File: config.mk
export PLATFORM = sky130hd
export DESIGN_NAME = spi_shift_controller
export DESIGN_NICKNAME = d
export VERILOG_FILES = /design/src/rtl/spi_shift_controller.sv
export SDC_FILE = /design/constraint.sdc
export NUM_CORES = 1
export LEC_CHECK = 0
export CORE_ASPECT_RATIO = 0.75
export CORE_MARGIN = 4
export CORE_UTILIZATION = 40
export CTS_CLUSTER_DIAMETER = 150
export DETAILED_ROUTE_END_ITERATION = 10
export PLACE_DENSITY = 0.71
export SYNTH_ARGS = -nofsm -noshare
export SYNTH_HDL_FRONTEND = slang
export SYNTH_SLANG_ARGS = --single-unit
File: constraint.sdc
create_clock -name i_clk -period 4 [get_ports i_clk]
set_clock_uncertainty 0.1 [all_clocks]
set_input_delay 1 -clock i_clk [delete_from_list [all_inputs] [get_ports i_clk]]
set_output_delay 1 -clock i_clk [all_outputs]
set_load 0.01 [all_outputs]
File: src/rtl/spi_shift_controller.sv
// SPI mode-0 master sequencer for an external parallel-load/serial-shift register.
// Each accepted start loads the register, runs WIDTH sclk periods with cs_n low
// (MSB first, miso shifted in at each sclk fall) and then captures the received word.
module spi_shift_controller #(
    parameter int WIDTH   = 8,
    parameter int CLK_DIV = 2
) (
    input  logic             i_clk,
    input  logic             i_rst_n,
    input  logic             i_start,
    input  logic [WIDTH-1:0] i_tx_data,
    input  logic             i_abort,
    output logic             o_busy,
    output logic             o_done,
    output logic [WIDTH-1:0] o_rx_data,
    output logic             o_sr_enable,
    output logic [WIDTH-1:0] o_sr_data_in,
    output logic             o_sr_shift_enable,
    output logic             o_sr_shift_in,
    input  logic [WIDTH-1:0] i_sr_data_out,
    input  logic             i_sr_shift_out,
    output logic             o_sclk,
    output logic             o_cs_n,
    output logic             o_mosi,
    input  logic             i_miso
);

    localparam int PW = $clog2(CLK_DIV + 1);
    localparam int BW = $clog2(WIDTH + 1);
    localparam logic [PW-1:0] PH_LAST  = PW'(CLK_DIV - 1);
    localparam logic [BW-1:0] BIT_LAST = BW'(WIDTH - 1);

    typedef enum logic [2:0] {
        ST_IDLE,
        ST_LOAD,
        ST_LEAD,
        ST_HIGH,
        ST_LOW,
        ST_TRAIL,
        ST_DONE
    } state_t;

    state_t           r_state;
    state_t           w_next;
    logic [PW-1:0]    r_phase;
    logic [BW-1:0]    r_bit_cnt;
    logic             w_phase_last;
    logic             r_sclk;
    logic             r_cs_n;
    logic             r_done;
    logic [WIDTH-1:0] r_rx_data;
    logic [WIDTH-1:0] r_sr_data_in;

    assign w_phase_last = (r_phase == PH_LAST);

    // State register.
    always_ff @(posedge i_clk or negedge i_rst_n) begin
        if (!i_rst_n) begin
            r_state <= ST_IDLE;
        end else begin
            r_state <= w_next;
        end
    end

    // Next-state decode; abort overrides every transition out of a non-idle state.
    always_comb begin
        w_next = r_state;
        case (r_state)
            ST_IDLE:  if (i_start) w_next = ST_LOAD;
            ST_LOAD:  w_next = ST_LEAD;
            ST_LEAD:  if (w_phase_last) w_next = ST_HIGH;
            ST_HIGH:  if (w_phase_last) w_next = (r_bit_cnt == BIT_LAST) ? ST_TRAIL : ST_LOW;
            ST_LOW:   if (w_phase_last) w_next = ST_HIGH;
            ST_TRAIL: if (w_phase_last) w_next = ST_DONE;
            ST_DONE:  w_next = ST_IDLE;
            default:  w_next = ST_IDLE;
        endcase
        if (i_abort && (r_state != ST_IDLE)) begin
            w_next = ST_IDLE;
        end
    end

    // Phase counter restarts on every state change and saturates at its last value.
    always_ff @(posedge i_clk or negedge i_rst_n) begin
        if (!i_rst_n) begin
            r_phase <= '0;
        end else if (w_next != r_state) begin
            r_phase <= '0;
        end else if (!w_phase_last) begin
            r_phase <= r_phase + PW'(1);
        end
    end

    // Bit counter advances at the end of each HIGH phase and clears while idle.
    always_ff @(posedge i_clk or negedge i_rst_n) begin
        if (!i_rst_n) begin
            r_bit_cnt <= '0;
        end else if (r_state == ST_IDLE) begin
            r_bit_cnt <= '0;
        end else if ((r_state == ST_HIGH) && w_phase_last) begin
            r_bit_cnt <= r_bit_cnt + BW'(1);
        end
    end

    // Pin-level outputs are registered from the next state so they switch cleanly with it.
    always_ff @(posedge i_clk or negedge i_rst_n) begin
        if (!i_rst_n) begin
            r_sclk <= 1'b0;
            r_cs_n <= 1'b1;
            r_done <= 1'b0;
        end else begin
            r_sclk <= (w_next == ST_HIGH);
            r_cs_n <= !((w_next == ST_LEAD) || (w_next == ST_HIGH) ||
                        (w_next == ST_LOW)  || (w_next == ST_TRAIL));
            r_done <= (w_next == ST_DONE);
        end
    end

    // Received word is captured as DONE is entered and held until the next completion.
    always_ff @(posedge i_clk or negedge i_rst_n) begin
        if (!i_rst_n) begin
            r_rx_data <= '0;
        end else if (w_next == ST_DONE) begin
            r_rx_data <= i_sr_data_out;
        end
    end

    // Transmit word is latched only when a start is accepted.
    always_ff @(posedge i_clk or negedge i_rst_n) begin
        if (!i_rst_n) begin
            r_sr_data_in <= '0;
        end else if ((r_state == ST_IDLE) && i_start) begin
            r_sr_data_in <= i_tx_data;
        end
    end

    assign o_busy            = (r_state != ST_IDLE);
    assign o_done            = r_done;
    assign o_rx_data         = r_rx_data;
    assign o_sr_enable       = (r_state == ST_LOAD);
    assign o_sr_data_in      = r_sr_data_in;
    assign o_sr_shift_enable = (r_state == ST_HIGH) && w_phase_last;
    assign o_sr_shift_in     = i_miso;
    assign o_sclk            = r_sclk;
    assign o_cs_n            = r_cs_n;
    assign o_mosi            = r_cs_n ? 1'b0 : i_sr_shift_out;

endmodule

==> flow_summary_export.csv, run 1 <==
group,metric,value,unit
synthesis,synth.distinct_cells,38,
synthesis,ys_seq_area_share,50.2,%
setup_path,crit_path_end_kind,"primary output",
global_route,busiest_layer,"met2",
synthesis,synthesis.area,1400,um2
route,drt-wirelength-per-cell,13.9,um
outcome,status,"finished clean",
job,drv_cap,0,
route,vias_per_cell,5.09,
route,drc,0,
synthesis,ys_seq_elements,28,
route,ant_nets,0,
cts,cts.sinks,28,
setup_path,cp_max_fo,1,
finish,num-fill-cells,293,
setup_path,crit_arrival,2.10,ns
setup_path,crit_required,2.90,ns
timing,finalHoldViolations,0,
finish,layout_commonest_cell,"clkdlybuf4s50_1",
setup_path,worstPathCellList,"clkdlybuf4s50_1 > nor2b_1 > clkdlybuf4s50_1",
cts,h-tree-depth,1,
cts,root_buffer,"clkbuf_8",
finish,n_antenna_cell,0,
setup_path,cpPeakStageDelay,0.54,ns
global_route,grt-ovfl-total,0,
place,dp_cells,188,
setup_path,crit_top_cell,"clkdlybuf4s50_1",
cts,cts_setup_buffers,0,
place,port-buffer-count,43,
global_route,antenna_found_initial,0,
timing,fmax,313,MHz
cts,post_cts_resized,0,
synthesis,synth_nets,136,
hold_path,hold_class,"reg2reg",
global_route,grt_pass1_wl,4.66,mm
power,power_leakage,0.816,nW
synthesis,synth_edf_count,0,
timing,fin_crit_sh,80.0,%
floorplanning,die_w,76.3,um
timing,layout_min_cycle_time,3.20,ns
finish,layout.nets,178,
timing,maxSlewHeadroom,58.0,%
synthesis,synth_area_leaders,"dfrtp_1 (48%), mux2_2 (12%), mux2i_1 (2.9%)",
finish,final_cell_mix,"clkdlybuf4s50_1 (43), dfrtp_1 (27), mux2_2 (15)",
cts,clk_pin_slew,0.09,ns
place,dp_hpwl,2.08,mm
global_route,grtUsageTotal,12.9,%
setup_path,path_class,"in2out",
floorplanning,row_count,18,
global_route,grt_use_met1,16.7,%
floorplanning,fp.dieArea,4510,um2
synthesis,synthCells,111,
global_route,use_met3,4.41,%
timing,tightest_slew,0.627,ns
route,vias,978,
timing,tns,0,ns
global_route,grt_pass1_vias,1057,
synthesis,yosysWarnings,0,
floorplanning,die_h,59.2,um
finish,syn_to_final_growth,34.5,%
cts,clk_latency,0.26,ns
synthesis,yosys.area.top_type_share,48.3,%
timing,slew_violations,0,
cts,cts_tree,"yes",
timing,setup_viol,0,
place,place.gp.congestion,0.850,
global_route,grt_max_degree,29,
power,powerDensity,598,nW/um2
floorplanning,start_util,41.9,%
cts,cts-buffers-inserted,3,
synthesis,synth_area_leader_cell,"dfrtp_1",
power,ir_drop,0.000328,V
timing,rsz0062_at_grt,"false",
route,drt_iter0_markers,38,
route,wl,2.67,mm
finish,drive_gt1_share,18.4,%
global_route,grtUsageMet2,20.9,%
floorplanning,io-pin-count,46,
route,firstDrtPassIters,4,
floorplanning,coreArea,3330,um2
synthesis,avgSynthCellArea,12.6,um2
setup_path,cp-start-kind,"input port",
cts,clock_path_buffers,2,
setup_path,critPathSlowestCell,"clkdlybuf4s50_1",
synthesis,ys.flop_type,"dfrtp_1",
finish,finalNonFillerCells,192,
cts,cts_hold_buf,0,
synthesis,ys_async_sr_fraction,100,%
## final timing paths
kind / start / to / slack, ns / depth (start not counted)
max: i_sr_shift_out / o_mosi / 0.80 / 3
min reg2reg: o_rx_data[1] / o_rx_data[1] / 0.41 / 1
min: o_rx_data[1] / o_rx_data[1] / 0.41 / 1
min in group asynchronous: i_rst_n / o_rx_data[7] / 1.00 / 2
max reg2reg: r_phase[1] / r_phase[0] / 2.02 / 6
max in group asynchronous: i_rst_n / o_cs_n / 2.50 / 2
## cell type report
cell class,instances,area [um2],share of cell area [%]
Sequential cell,28,702,37.4
Multi-Input combinational cell,71,612,32.6
Timing Repair Buffer,45,445,23.7
Clock buffer,4,55.1,2.93
Tap cell,40,50.0,2.66
Inverter,4,15.0,0.799
## worst max-delay path: cells and delay by family
kind / cells / cell delay, ns
simple gates: 1 / 0.11
buf+inv: 2 / 0.98
## where the power goes
group / leakage [nW] / switching [mW] / internal, mW / total (mW)
sequential: 0.365 / 0.0766 / 0.365 / 0.442
clock: 0.0288 / 0.0797 / 0.0879 / 0.168
combinational: 0.422 / 0.214 / 0.301 / 0.515
## per-layer routing
layer / vias to the layer above / routed length (um) / share of wire [%]
li1: 467 / - / -
met1: 478 / 1170 / 44
met2: 33 / 1260 / 47
met3: 0 / 244 / 9.1
met4: 0 / 0 / 0
met5: - / 0 / 0
## kinds of logic (layout without fill, tap and decap cells)
group,after synthesis,after routing,share of synthesized area [%]
DFF,28,28,50.2
AOI/OAI and AO/OA,13,13,8.95
buffers and inverters,12,53,6.00
and+or+nand+nor,31,31,13.9
xor gates and xnor gates,4,4,2.51
adders and majority gates,3,3,2.69
muxes,20,20,15.8
## synth_stat cells (2+ instances only)
cell,number
dfrtp_1,27
mux2_2,15
nor2_1,9
inv_1,4
mux2i_1,4
buf_6,3
ha_1,3
nand2_1,3
nor2b_1,3
nor3_1,3
o21ai_0,3
a21oi_1,2
buf_2,2
nand3_1,2
nand3b_1,2
o21bai_1,2
xnor2_1,2
xor2_1,2
## per-stage QoR
| step | area (um2) | total power [mW] | worst slack [ns] | utilization (%) | hold slack (ns) |
|---|---|---|---|---|---|
| after floorplan | 1400 | 0.755 | 1.70 | - | 0.399 |
| after global placement | 1820 | 0.951 | 0.797 | 54.7 | 0.370 |
| after detailed placement | 1820 | 0.968 | 0.786 | 54.7 | 0.395 |
| after CTS | 1880 | 1.14 | 0.792 | 56.4 | 0.417 |
| after global routing | 1880 | 1.21 | 0.763 | 56.4 | 0.439 |
| final | 1880 | 1.12 | 0.801 | 56.4 | 0.411 |
## registers in the layout, summed over array words and instances (netlist names)
signal and count:
o_sr_data_in 8, r_phase 2, o_sclk 1, r_state 3, o_done 1, o_cs_n 1, r_bit_cnt 4, o_rx_data 8
No activity file was read; power rests on OpenSTA's default activity.
==> inputs of run 2 (changes only) <==
==> constraint.sdc (replaced) <==
create_clock -name i_clk -period 3.2 [get_ports i_clk]
set_clock_uncertainty 0.1 [all_clocks]
set_input_delay 0.8 -clock i_clk [delete_from_list [all_inputs] [get_ports i_clk]]
set_output_delay 0.8 -clock i_clk [all_outputs]
set_load 0.01 [all_outputs]
==> run 2 against run 1 <==
  * Non-clock buffer count is 1 higher
  * Clock power increased by 26%
  * Register-to-register slack lost 0.84 ns
  * Global-route usage increased by 0.11 points
  * Via count shrank 1.0%
  * Wire length is 2.8% higher
  * Largest power group unchanged
==> flow_summary_export.csv, run 2 (synthesis results as in run 1) <==
group,metric,value,unit
outcome,status,"finished clean",
timing,finalHoldViolations,0,
setup_path,crit_path_end_kind,"primary output",
floorplanning,io-pin-count,46,
route,vias_per_cell,5.02,
cts,cts.sinks,28,
global_route,grt_pass1_vias,1008,
setup_path,r2r_setup_slack,1.18,ns
finish,design_area,1890,um2
cts,post_cts_resized,0,
cts,h-tree-depth,1,
route,wl,2.75,mm
cts,cts_setup_buffers,0,
setup_path,path_class,"reg2out",
timing,setup_viol,0,
setup_path,cpPeakStageDelay,0.60,ns
floorplanning,coreArea,3330,um2
cts,clock_path_buffers,2,
global_route,grt-ovfl-total,0,
route,drc,0,
power,power.total,1.42,mW
global_route,grt_max_degree,18,
timing,timing.hold.ws,0.409,ns
timing,fin_crit_sh,91.5,%
hold_path,holdPathStages,1,
global_route,antenna_found_initial,0,
setup_path,crit_required,2.30,ns
global_route,grt_pass1_wl,4.57,mm
route,vias,968,
floorplanning,die_h,59.2,um
cts,cts-buffers-inserted,3,
power,power_leakage,0.821,nW
cts,clk_latency,0.27,ns
cts,cts_hold_buf,0,
route,drt_iter0_markers,60,
setup_path,cp_max_fo,9,
timing,maxSlewHeadroom,49.2,%
finish,syn_to_final_growth,35.0,%
timing,tns,0,ns
power,ir_drop,0.000504,V
cts,root_buffer,"clkbuf_8",
timing,fmax,342,MHz
floorplanning,row_count,18,
global_route,grtUsageTotal,13.0,%
setup_path,crit_arrival,2.03,ns
place,place.gp.congestion,0.787,
floorplanning,fp.dieArea,4510,um2
place,dp_hpwl,2.09,mm
route,drt-wirelength-per-cell,14.2,um
finish,num-fill-cells,288,
power,powerDensity,753,nW/um2
route,firstDrtPassIters,4,
cts,clk_pin_slew,0.09,ns
setup_path,r2r_end,"r_phase[0]",
place,placed_area,1830,um2
setup_path,timing.rr.start,"r_phase[1]",
finish,layout_commonest_cell,"clkdlybuf4s50_1",
hold_path,hold_end,"o_sr_data_in[5]",
setup_path,crit_buf_inv,1,
finish,drive_gt1_share,19.0,%
timing,slew_violations,0,
setup_path,r2r_cells,6,
timing,layout_min_cycle_time,2.93,ns
setup_path,worstPathCellList,"and2b_2 > and3_1 > clkdlybuf4s50_1",
setup_path,cp-start-kind,"flop",
cts,cts_tree,"yes",
place,port-buffer-count,43,
timing,tightest_slew,0.760,ns
finish,n_antenna_cell,0,
finish,final_cell_mix,"clkdlybuf4s50_1 (43), dfrtp_1 (27), mux2_2 (15)",
finish,layout.nets,179,
setup_path,crit_family,"flip-flops",
hold_path,hold_class,"reg2reg",
setup_path,critPathSlowestCell,"dfrtp_1",
floorplanning,start_util,41.9,%
route,ant_nets,0,
job,drv_cap,0,
timing,rsz0062_at_grt,"false",
hold_path,worstHoldStart,"o_sr_data_in[5]",
floorplanning,die_w,76.3,um
[run 2: changes by cell type in the layout (fill, tap and decap cells not counted), sizes merged]
cell / delta
buf: +1
[run 2: cell type report]
type	count	area, um2	share of cell area [%]
Sequential cell	28	702	37.2
Inverter	4	15.0	0.796
Tap cell	40	50.0	2.65
Clock buffer	4	55.1	2.92
Multi-Input combinational cell	71	612	32.4
Timing Repair Buffer	46	453	24.0
[run 2: report_power, final]
part | leakage [nW] | internal [mW] | switching, mW
logic | 0.427 | 0.382 | 0.295
registers | 0.365 | 0.457 | 0.0747
clock network | 0.0288 | 0.110 | 0.102
total | 0.821 | 0.949 | 0.472
[run 2: per-layer routing]
metal  vias up  share of wire (%)  track usage, %  wire length (um)
li1        471                  -               -                 -
met1       456                 46            16.5              1280
met2        36                 43            19.8              1180
met3         5                9.3            5.32               255
met4         0                1.5            5.43                40
met5         -                  0               0                 0
[run 2: how the worst max path moves through the flow]
stage / cells after the start / startpoint / endpoint / slack, ns
5_1_grt: 4 / r_phase[1] / o_sr_shift_enable / 0.14
4_1_cts: 3 / r_state[2] / o_sr_shift_enable / 0.26
3_5_place_dp: 3 / i_sr_shift_out / o_mosi / 0.40
6_report: 3 / r_state[1] / o_sr_shift_enable / 0.27
3_3_place_gp: 3 / i_sr_shift_out / o_mosi / 0.40
2_1_floorplan: 3 / r_state[2] / o_busy / 1.11
[run 2: through the flow]
stage	setup WS [ns]	instances	utilization, %
2_1_floorplan	1.11	111	-
3_3_place_gp	0.397	189	55.0
3_5_place_dp	0.397	189	55.0
4_1_cts	0.260	193	56.6
5_1_grt	0.136	193	56.6
6_report	0.274	193	56.6
